## config.mk

```make
export PLATFORM = sky130hd
export DESIGN_NAME = pixel_unpacker_flat
export DESIGN_NICKNAME = d
export VERILOG_FILES = /design/src/rtl/pixel_unpacker_if.sv /design/src/rtl/pixel_unpacker.sv /design/src/flat_wrapper.sv
export SDC_FILE = /design/constraint.sdc
export NUM_CORES = 1
export LEC_CHECK = 0
export ABC_AREA = 1
export CAP_MARGIN = 25
export CORE_AREA = 2 2 151 109
export DETAILED_ROUTE_END_ITERATION = 12
export DIE_AREA = 0 0 153 111
export SLEW_MARGIN = 20
export SYNTH_ARGS = -nofsm -noshare
export SYNTH_HDL_FRONTEND = slang
export SYNTH_SLANG_ARGS = --single-unit
```

## constraint.sdc

```tcl
create_clock -name in_stream_aclk -period 2.9 [get_ports in_stream_aclk]
set_clock_uncertainty 0.05 [all_clocks]
set_input_delay 0.435 -clock in_stream_aclk [delete_from_list [all_inputs] [get_ports in_stream_aclk]]
set_output_delay 0.435 -clock in_stream_aclk [all_outputs]
set_load 0.02 [all_outputs]
```

## src/rtl/pixel_unpacker_if.sv

```systemverilog
`default_nettype none
// ============================================================================
// pixel_unpacker_if : packed-RGB AXI-Stream input plus unpacked pixel output
// Revision 1.0
// ============================================================================
interface pixel_unpacker_if;
    logic [31:0] in_stream_tdata;
    logic [3:0]  in_stream_tkeep;
    logic        in_stream_tlast;
    logic        in_stream_tuser;
    logic        in_stream_tvalid;
    logic        in_stream_tready;
    logic [7:0]  r;
    logic [7:0]  g;
    logic [7:0]  b;
    logic        pix_sof;
    logic        pix_eol;
    logic        pix_valid;
    logic        pix_ready;
    logic        err_clear;
    logic        line_err;
    logic        sof_err;
    logic [15:0] frame_count;

    modport slave (
        input  in_stream_tdata, in_stream_tkeep, in_stream_tlast, in_stream_tuser,
        input  in_stream_tvalid, pix_ready, err_clear,
        output in_stream_tready, r, g, b, pix_sof, pix_eol, pix_valid,
        output line_err, sof_err, frame_count
    );

    modport master (
        output in_stream_tdata, in_stream_tkeep, in_stream_tlast, in_stream_tuser,
        output in_stream_tvalid, pix_ready, err_clear,
        input  in_stream_tready, r, g, b, pix_sof, pix_eol, pix_valid,
        input  line_err, sof_err, frame_count
    );
endinterface
`default_nettype wire

```

## src/rtl/pixel_unpacker.sv

```systemverilog
`default_nettype none
// ============================================================================
// pixel_unpacker : 3x32-bit words -> 4x24-bit RGB pixels, with X/Y framing checks
// Revision 1.0
// ============================================================================
module pixel_unpacker #(
    parameter int X_SIZE = 640,
    parameter int Y_SIZE = 480
) (
    input  wire logic       in_stream_aclk,
    input  wire logic       periph_resetn,
    pixel_unpacker_if.slave bus
);
    localparam int XW = (X_SIZE > 1) ? $clog2(X_SIZE) : 1;
    localparam int YW = (Y_SIZE > 1) ? $clog2(Y_SIZE) : 1;
    localparam logic [XW-1:0] X_LAST = XW'(X_SIZE - 1);
    localparam logic [XW-1:0] X_PEN  = XW'(X_SIZE - 2);
    localparam logic [YW-1:0] Y_LAST = YW'(Y_SIZE - 1);

    typedef enum logic [1:0] {P0 = 2'd0, P1 = 2'd1, P2 = 2'd2, P3 = 2'd3} phase_t;

    phase_t        phase_q, phase_d;
    logic [23:0]   res_q, res_d;
    logic [23:0]   rgb_q, rgb_d;
    logic [XW-1:0] x_q, x_d;
    logic [YW-1:0] y_q, y_d;
    logic [15:0]   frame_q, frame_d;
    logic          sof_q, sof_d, eol_q, eol_d, valid_q, valid_d;
    logic          eol_pend_q, eol_pend_d;
    logic          line_err_q, line_err_d, sof_err_q, sof_err_d;
    logic          run_q;

    logic          out_free, tready, accept, load;
    logic          line_end, set_line, set_sof;
    logic [23:0]   pix;
    logic [31:0]   w;
    logic [XW-1:0] pos_x;
    logic [YW-1:0] pos_y;
    logic          unused_tkeep;

    assign unused_tkeep = ^bus.in_stream_tkeep;

    // run_q keeps tready low while reset is held and for the release cycle
    assign out_free = !valid_q || bus.pix_ready;
    assign tready   = run_q && out_free && (phase_q != P3);
    assign accept   = bus.in_stream_tvalid && tready;
    assign w        = bus.in_stream_tdata;

    always_comb begin
        phase_d    = phase_q;
        res_d      = res_q;
        rgb_d      = rgb_q;
        sof_d      = sof_q;
        eol_d      = eol_q;
        valid_d    = valid_q && !bus.pix_ready;
        x_d        = x_q;
        y_d        = y_q;
        frame_d    = frame_q;
        eol_pend_d = eol_pend_q;
        load       = 1'b0;
        pix        = res_q;
        pos_x      = x_q;
        pos_y      = y_q;
        line_end   = 1'b0;
        set_line   = 1'b0;
        set_sof    = 1'b0;

        if (accept) begin
            load = 1'b1;
            // A tuser word is always decoded as W0 and restarts the frame at (0,0)
            if (bus.in_stream_tuser || phase_q == P0) begin
                pix     = w[23:0];
                res_d   = {16'h0, w[31:24]};
                phase_d = P1;
                if (bus.in_stream_tuser) begin
                    pos_x   = '0;
                    pos_y   = '0;
                    set_sof = (phase_q != P0) || (x_q != '0) || (y_q != '0);
                end
                if (bus.in_stream_tlast) begin
                    phase_d  = P0;
                    line_end = 1'b1;
                    set_line = 1'b1;
                end
            end else if (phase_q == P1) begin
                pix     = {w[15:0], res_q[7:0]};
                res_d   = {8'h0, w[31:16]};
                phase_d = P2;
                if (bus.in_stream_tlast) begin
                    phase_d  = P0;
                    line_end = 1'b1;
                    set_line = 1'b1;
                end
            end else begin
                pix        = {w[7:0], res_q[15:0]};
                res_d      = w[31:8];
                phase_d    = P3;
                set_line   = bus.in_stream_tlast != (x_q == X_PEN);
                eol_pend_d = bus.in_stream_tlast && (x_q != X_PEN);
            end
        end else if (phase_q == P3 && out_free) begin
            // Misplaced tlast on the P2 word ends the line after p3 is emitted
            load       = 1'b1;
            phase_d    = P0;
            line_end   = eol_pend_q;
            eol_pend_d = 1'b0;
        end

        if (load) begin
            valid_d = 1'b1;
            rgb_d   = pix;
            sof_d   = (pos_x == '0) && (pos_y == '0);
            eol_d   = (pos_x == X_LAST);
            if (line_end || pos_x == X_LAST) begin
                x_d = '0;
                if (pos_y == Y_LAST) begin
                    y_d     = '0;
                    frame_d = frame_q + 16'd1;
                end else begin
                    y_d = pos_y + 1'b1;
                end
            end else begin
                x_d = pos_x + 1'b1;
                y_d = pos_y;
            end
        end

        line_err_d = !bus.err_clear && (line_err_q || set_line);
        sof_err_d  = !bus.err_clear && (sof_err_q || set_sof);
    end

    always_ff @(posedge in_stream_aclk or negedge periph_resetn) begin
        if (!periph_resetn) begin
            phase_q    <= P0;
            res_q      <= '0;
            rgb_q      <= '0;
            x_q        <= '0;
            y_q        <= '0;
            frame_q    <= '0;
            sof_q      <= 1'b0;
            eol_q      <= 1'b0;
            valid_q    <= 1'b0;
            eol_pend_q <= 1'b0;
            line_err_q <= 1'b0;
            sof_err_q  <= 1'b0;
            run_q      <= 1'b0;
        end else begin
            phase_q    <= phase_d;
            res_q      <= res_d;
            rgb_q      <= rgb_d;
            x_q        <= x_d;
            y_q        <= y_d;
            frame_q    <= frame_d;
            sof_q      <= sof_d;
            eol_q      <= eol_d;
            valid_q    <= valid_d;
            eol_pend_q <= eol_pend_d;
            line_err_q <= line_err_d;
            sof_err_q  <= sof_err_d;
            run_q      <= 1'b1;
        end
    end

    assign bus.in_stream_tready = tready;
    assign bus.r                = rgb_q[23:16];
    assign bus.g                = rgb_q[15:8];
    assign bus.b                = rgb_q[7:0];
    assign bus.pix_sof          = sof_q;
    assign bus.pix_eol          = eol_q;
    assign bus.pix_valid        = valid_q;
    assign bus.line_err         = line_err_q;
    assign bus.sof_err          = sof_err_q;
    assign bus.frame_count      = frame_q;
endmodule
`default_nettype wire
```

## src/flat_wrapper.sv

```systemverilog
// flat-port wrapper written by rule: the top's interface ports become plain ports
module pixel_unpacker_flat 
#(
    parameter int X_SIZE = 640,
    parameter int Y_SIZE = 480
)
  (in_stream_aclk, periph_resetn, bus_in_stream_tdata, bus_in_stream_tkeep, bus_in_stream_tlast, bus_in_stream_tuser, bus_in_stream_tvalid, bus_pix_ready, bus_err_clear, bus_in_stream_tready, bus_r, bus_g, bus_b, bus_pix_sof, bus_pix_eol, bus_pix_valid, bus_line_err, bus_sof_err, bus_frame_count);
  pixel_unpacker_if bus_i ();
  input  wire logic in_stream_aclk;
  input  wire logic periph_resetn;
  input wire logic [$bits(bus_i.in_stream_tdata)-1:0] bus_in_stream_tdata;
  input wire logic [$bits(bus_i.in_stream_tkeep)-1:0] bus_in_stream_tkeep;
  input wire logic [$bits(bus_i.in_stream_tlast)-1:0] bus_in_stream_tlast;
  input wire logic [$bits(bus_i.in_stream_tuser)-1:0] bus_in_stream_tuser;
  input wire logic [$bits(bus_i.in_stream_tvalid)-1:0] bus_in_stream_tvalid;
  input wire logic [$bits(bus_i.pix_ready)-1:0] bus_pix_ready;
  input wire logic [$bits(bus_i.err_clear)-1:0] bus_err_clear;
  output wire logic [$bits(bus_i.in_stream_tready)-1:0] bus_in_stream_tready;
  output wire logic [$bits(bus_i.r)-1:0] bus_r;
  output wire logic [$bits(bus_i.g)-1:0] bus_g;
  output wire logic [$bits(bus_i.b)-1:0] bus_b;
  output wire logic [$bits(bus_i.pix_sof)-1:0] bus_pix_sof;
  output wire logic [$bits(bus_i.pix_eol)-1:0] bus_pix_eol;
  output wire logic [$bits(bus_i.pix_valid)-1:0] bus_pix_valid;
  output wire logic [$bits(bus_i.line_err)-1:0] bus_line_err;
  output wire logic [$bits(bus_i.sof_err)-1:0] bus_sof_err;
  output wire logic [$bits(bus_i.frame_count)-1:0] bus_frame_count;
  assign bus_i.in_stream_tdata = bus_in_stream_tdata;
  assign bus_i.in_stream_tkeep = bus_in_stream_tkeep;
  assign bus_i.in_stream_tlast = bus_in_stream_tlast;
  assign bus_i.in_stream_tuser = bus_in_stream_tuser;
  assign bus_i.in_stream_tvalid = bus_in_stream_tvalid;
  assign bus_i.pix_ready = bus_pix_ready;
  assign bus_i.err_clear = bus_err_clear;
  assign bus_in_stream_tready = bus_i.in_stream_tready;
  assign bus_r = bus_i.r;
  assign bus_g = bus_i.g;
  assign bus_b = bus_i.b;
  assign bus_pix_sof = bus_i.pix_sof;
  assign bus_pix_eol = bus_i.pix_eol;
  assign bus_pix_valid = bus_i.pix_valid;
  assign bus_line_err = bus_i.line_err;
  assign bus_sof_err = bus_i.sof_err;
  assign bus_frame_count = bus_i.frame_count;
  pixel_unpacker #(.X_SIZE(X_SIZE), .Y_SIZE(Y_SIZE)) u_core (.in_stream_aclk(in_stream_aclk), .periph_resetn(periph_resetn), .bus(bus_i));
endmodule
```

==> summary.txt <==
Global routing
  • Global-route wire length before repair: 25,000 um
  • Number of global-route vias before repair: 4,738
  • Overall Global Routing Usage: 18.0%
  • Initial antenna violation count: 0
  • Largest net degree at the start of global routing: 48
  • GRT Residual Overflow: 0

Worst setup path
  • Crit end category: output pin
  • Slowest CP cell: clkdlybuf4s50_1
  • Most used cell, CP: clkdlybuf4s50_1
  • Crit-path max cell delay: 680 ps
  • Crit start category: input port
  • Worst EP required: 2410 ps
  • Critical path class: in2out
  • CP max FO: 4
  • Crit path DAT: 1980 ps
  • Critical path, cell by cell: clkdlybuf4s50_1 > inv_1 > nand2_2 > nand2_1 > nor2_1 > clkdlybuf4s50_1

Pwr
  • Pwr Total: 5.67 mW
  • Maximum VDD drop: 0.384 mV
  • Lkg Pwr: 3.04 nW
  • Pwr dens: 833 nW/um2

Logic synthesis
  • Mapped cell area: 5340 um2
  • Synthesized Nets: 769
  • Post-synthesis mux area share: 0%
  • Seq cells post-synth: 92
  • Compound-Gate Fraction of Synth Area: 13.2%
  • Post-Synth Adder-Cell Area: 1.41%
  • Mapped Cells: 720
  • Syn avg cell area: 7.42 um2
  • Largest family of logic cells by synthesized area: simple AND/OR/NAND/NOR gates
  • Simple-gate share of the synthesized area: 31.8%
  • Xor and xnor area share after synthesis: 1.64%
  • Yosys warnings: 0
  • Register area share after synthesis: 43.1%
  • Post-synth cell types: 36

Timing
  • Actual slew at the worst max-slew pin: 689 ps
  • Final setup vio count: 0
  • Period Utilization, post-route: 85.0%
  • RSZ-0062 raised after global routing: no
  • Post-Route Setup TNS: 0 ps
  • Max Clock Freq: 406 MHz
  • Tmin final: 2460 ps
  • Slew Limit Fails: 0
  • Max-Slew Margin vs Limit: 54.0%
  • Hold Fails Final Rpt: 0

Floorplanning
  • Vert. Die Dim: 111 um
  • Starting Density: 33.9%
  • # rows: 39
  • Num ports: 89
  • Core ar.: 15,800 um2
  • Die area: 17,000 um2
  • Die extent in x: 153 um

Clock tree
  • Worst skew pair latency: 340 ps
  • Setup Buffers After CTS: 0
  • Cts bufs inserted: 9
  • CTS tree: built
  • Clk slew on worst S/H paths: 70 ps
  • Clk sinks: 92
  • Clock tree buffer depth: 2
  • Gates resized, CTS repair: 0
  • Post-CTS Hold Fix Bufs: 0
  • CTS root buf: clkbuf_16
  • H-tree depth: 3

Placement
  • Hpwl dp: 10,200 um
  • GP Congestion: 0.833
  • Placed Area: 6500 um2
  • Buffers on Ports: 84
  • Cell count after placement: 999

Run
  • Max-Cap Viols: 0

Min path
  • Hold WC Path Type: in2async

Routing
  • WL per Instance: 14.4 um
  • Residual DRC: 0
  • Drt via density: 5.00
  • Drt total wl: 14,600 um
  • Initial drt markers: 345
  • Pre-antenna DRT Iters: 5
  • Vias: 5,073
  • Antenna violation net count after detailed routing: 0

Final layout
  • N_diodes: 0
  • Area grow syn2layout: 27.4%
  • Final cell count without fillers: 1,015
  • Register Area: 2300 um2
  • Filler cell count: 1,570
  • Util after Layout: 43.2%
  • Share of post-route cells with drive strength above 1: 7.65%
  • Nets: 854
  • Multi-input gate area: 2570 um2
  • Finished Cell Area: 6800 um2

Status
  • Status: complete, no violations
[routing by layer]
layer | routed length, um | vias up | GRT usage, %
li1 | - | 2553 | -
met1 | 7590 | 2355 | 28.2
met2 | 6020 | 154 | 25.2
met3 | 841 | 11 | 3.91
met4 | 135 | 0 | 3.95
met5 | 0 | - | 0
[sequential cells by signal, summed over array words and instances, names as in the netlist]
name / count
u_core.bus.frame_count: 16
u_core.bus.line_err: 1
u_core.bus.pix_eol: 1
u_core.bus.pix_sof: 1
u_core.bus.pix_valid: 1
u_core.bus.sof_err: 1
u_core.eol_pend_q: 1
u_core.phase_q: 2
u_core.res_q: 24
u_core.rgb_q: 24
u_core.run_q: 1
u_core.x_q: 10
u_core.y_q: 9
[worst paths after layout]
| path | from | end | slack (ps) | depth (start not counted) |
|---|---|---|---|---|
| worst min-delay path | periph_resetn | u_core.rgb_q[11] | 60 | 1 |
| min in group in_stream_aclk | u_core.bus.pix_sof | u_core.bus.pix_sof | 430 | 2 |
| worst max register to register | u_core.phase_q[1] | u_core.y_q[3] | 600 | 13 |
| max in group asynchronous | periph_resetn | u_core.x_q[1] | 2050 | 2 |
| worst min register to register | u_core.bus.pix_sof | u_core.bus.pix_sof | 430 | 2 |
| worst max-delay path | bus_pix_ready | bus_in_stream_tready | 440 | 6 |
[cell usage after synthesis (all sizes together)]
cell type	n	area share [%]
nand3	58	5.6
a21oi	4	0.37
buf	11	1.4
a41oi	16	2.6
o311ai	4	0.66
o211ai	10	1.5
inv	80	5.6
xnor2	4	0.66
ha	6	1.4
clkbuf	25	1.8
dfrtp	92	43
nor4	1	0.12
nand4	25	3.2
o41ai	2	0.33
o31ai	8	1.1
nor2	72	5.9
o22ai	9	1.1
conb	1	0.070
nor3	6	0.75
nand2	225	16
o21ai	49	4.6
xor2	6	0.98
o221ai	6	0.98
[placed cells by master, fill, tap and decap left out, types with 3 or more instances in the layout]
| master | count |
|---|---|
| a41oi_1 | 16 |
| nand3_1 | 56 |
| xnor2_1 | 4 |
| buf_12 | 3 |
| o21ai_0 | 46 |
| o31ai_1 | 8 |
| clkdlybuf4s50_1 | 83 |
| inv_1 | 78 |
| nand2_1 | 220 |
| clkinv_2 | 3 |
| dfrtp_1 | 92 |
| nor2_1 | 66 |
| o211ai_1 | 9 |
| a21oi_1 | 4 |
| nor3_1 | 4 |
| ha_1 | 6 |
| o221ai_1 | 6 |
| o21ai_1 | 3 |
| o311ai_0 | 4 |
| buf_4 | 24 |
| nor2_4 | 3 |
| o22ai_1 | 9 |
| nand2_2 | 3 |
| xor2_1 | 6 |
| clkbuf_16 | 9 |
| nand4_1 | 24 |
[final cells by class]
| class | instances | area share [%] |
|---|---|---|
| clock buffer | 10 | 3.51 |
| clock inverter | 6 | 0.901 |
| multi-input combinational | 512 | 37.8 |
| sequential | 92 | 33.8 |
| inverter | 80 | 4.41 |
| timing repair buffer | 110 | 15.7 |
| tap | 205 | 3.77 |
[per-stage QoR]
stage	worst slack [ps]	hold slack, ps
3_3_place_gp	109	417
3_5_place_dp	93.5	421
6_report	436	55.7
5_1_grt	193	104
2_1_floorplan	583	89.4
4_1_cts	432	85.0
[power by group]
group / internal (mW) / switching, mW / leakage [nW] / total, mW
Combinational: 1.00 / 1.47 / 1.70 / 2.47
Sequential: 1.70 / 0.278 / 1.19 / 1.98
Clock: 0.691 / 0.532 / 0.149 / 1.22
Total: 3.39 / 2.28 / 3.04 / 5.67
[cell families after synthesis]
kind of cell             after synthesis
AND/OR/NAND/NOR                      387
flip-flops                            92
buffers and inverters                116
XOR/XNOR                              10
other                                  1
AO/OA/AOI/OAI                        108
adder cells (fa/ha/maj)                6
[worst max-delay path: cells and delay by family]
family | cells | cell delay, ps
buffers and inverters | 3 | 1190
AND/OR/NAND/NOR | 3 | 350
No activity file was read; power rests on OpenSTA's default activity.
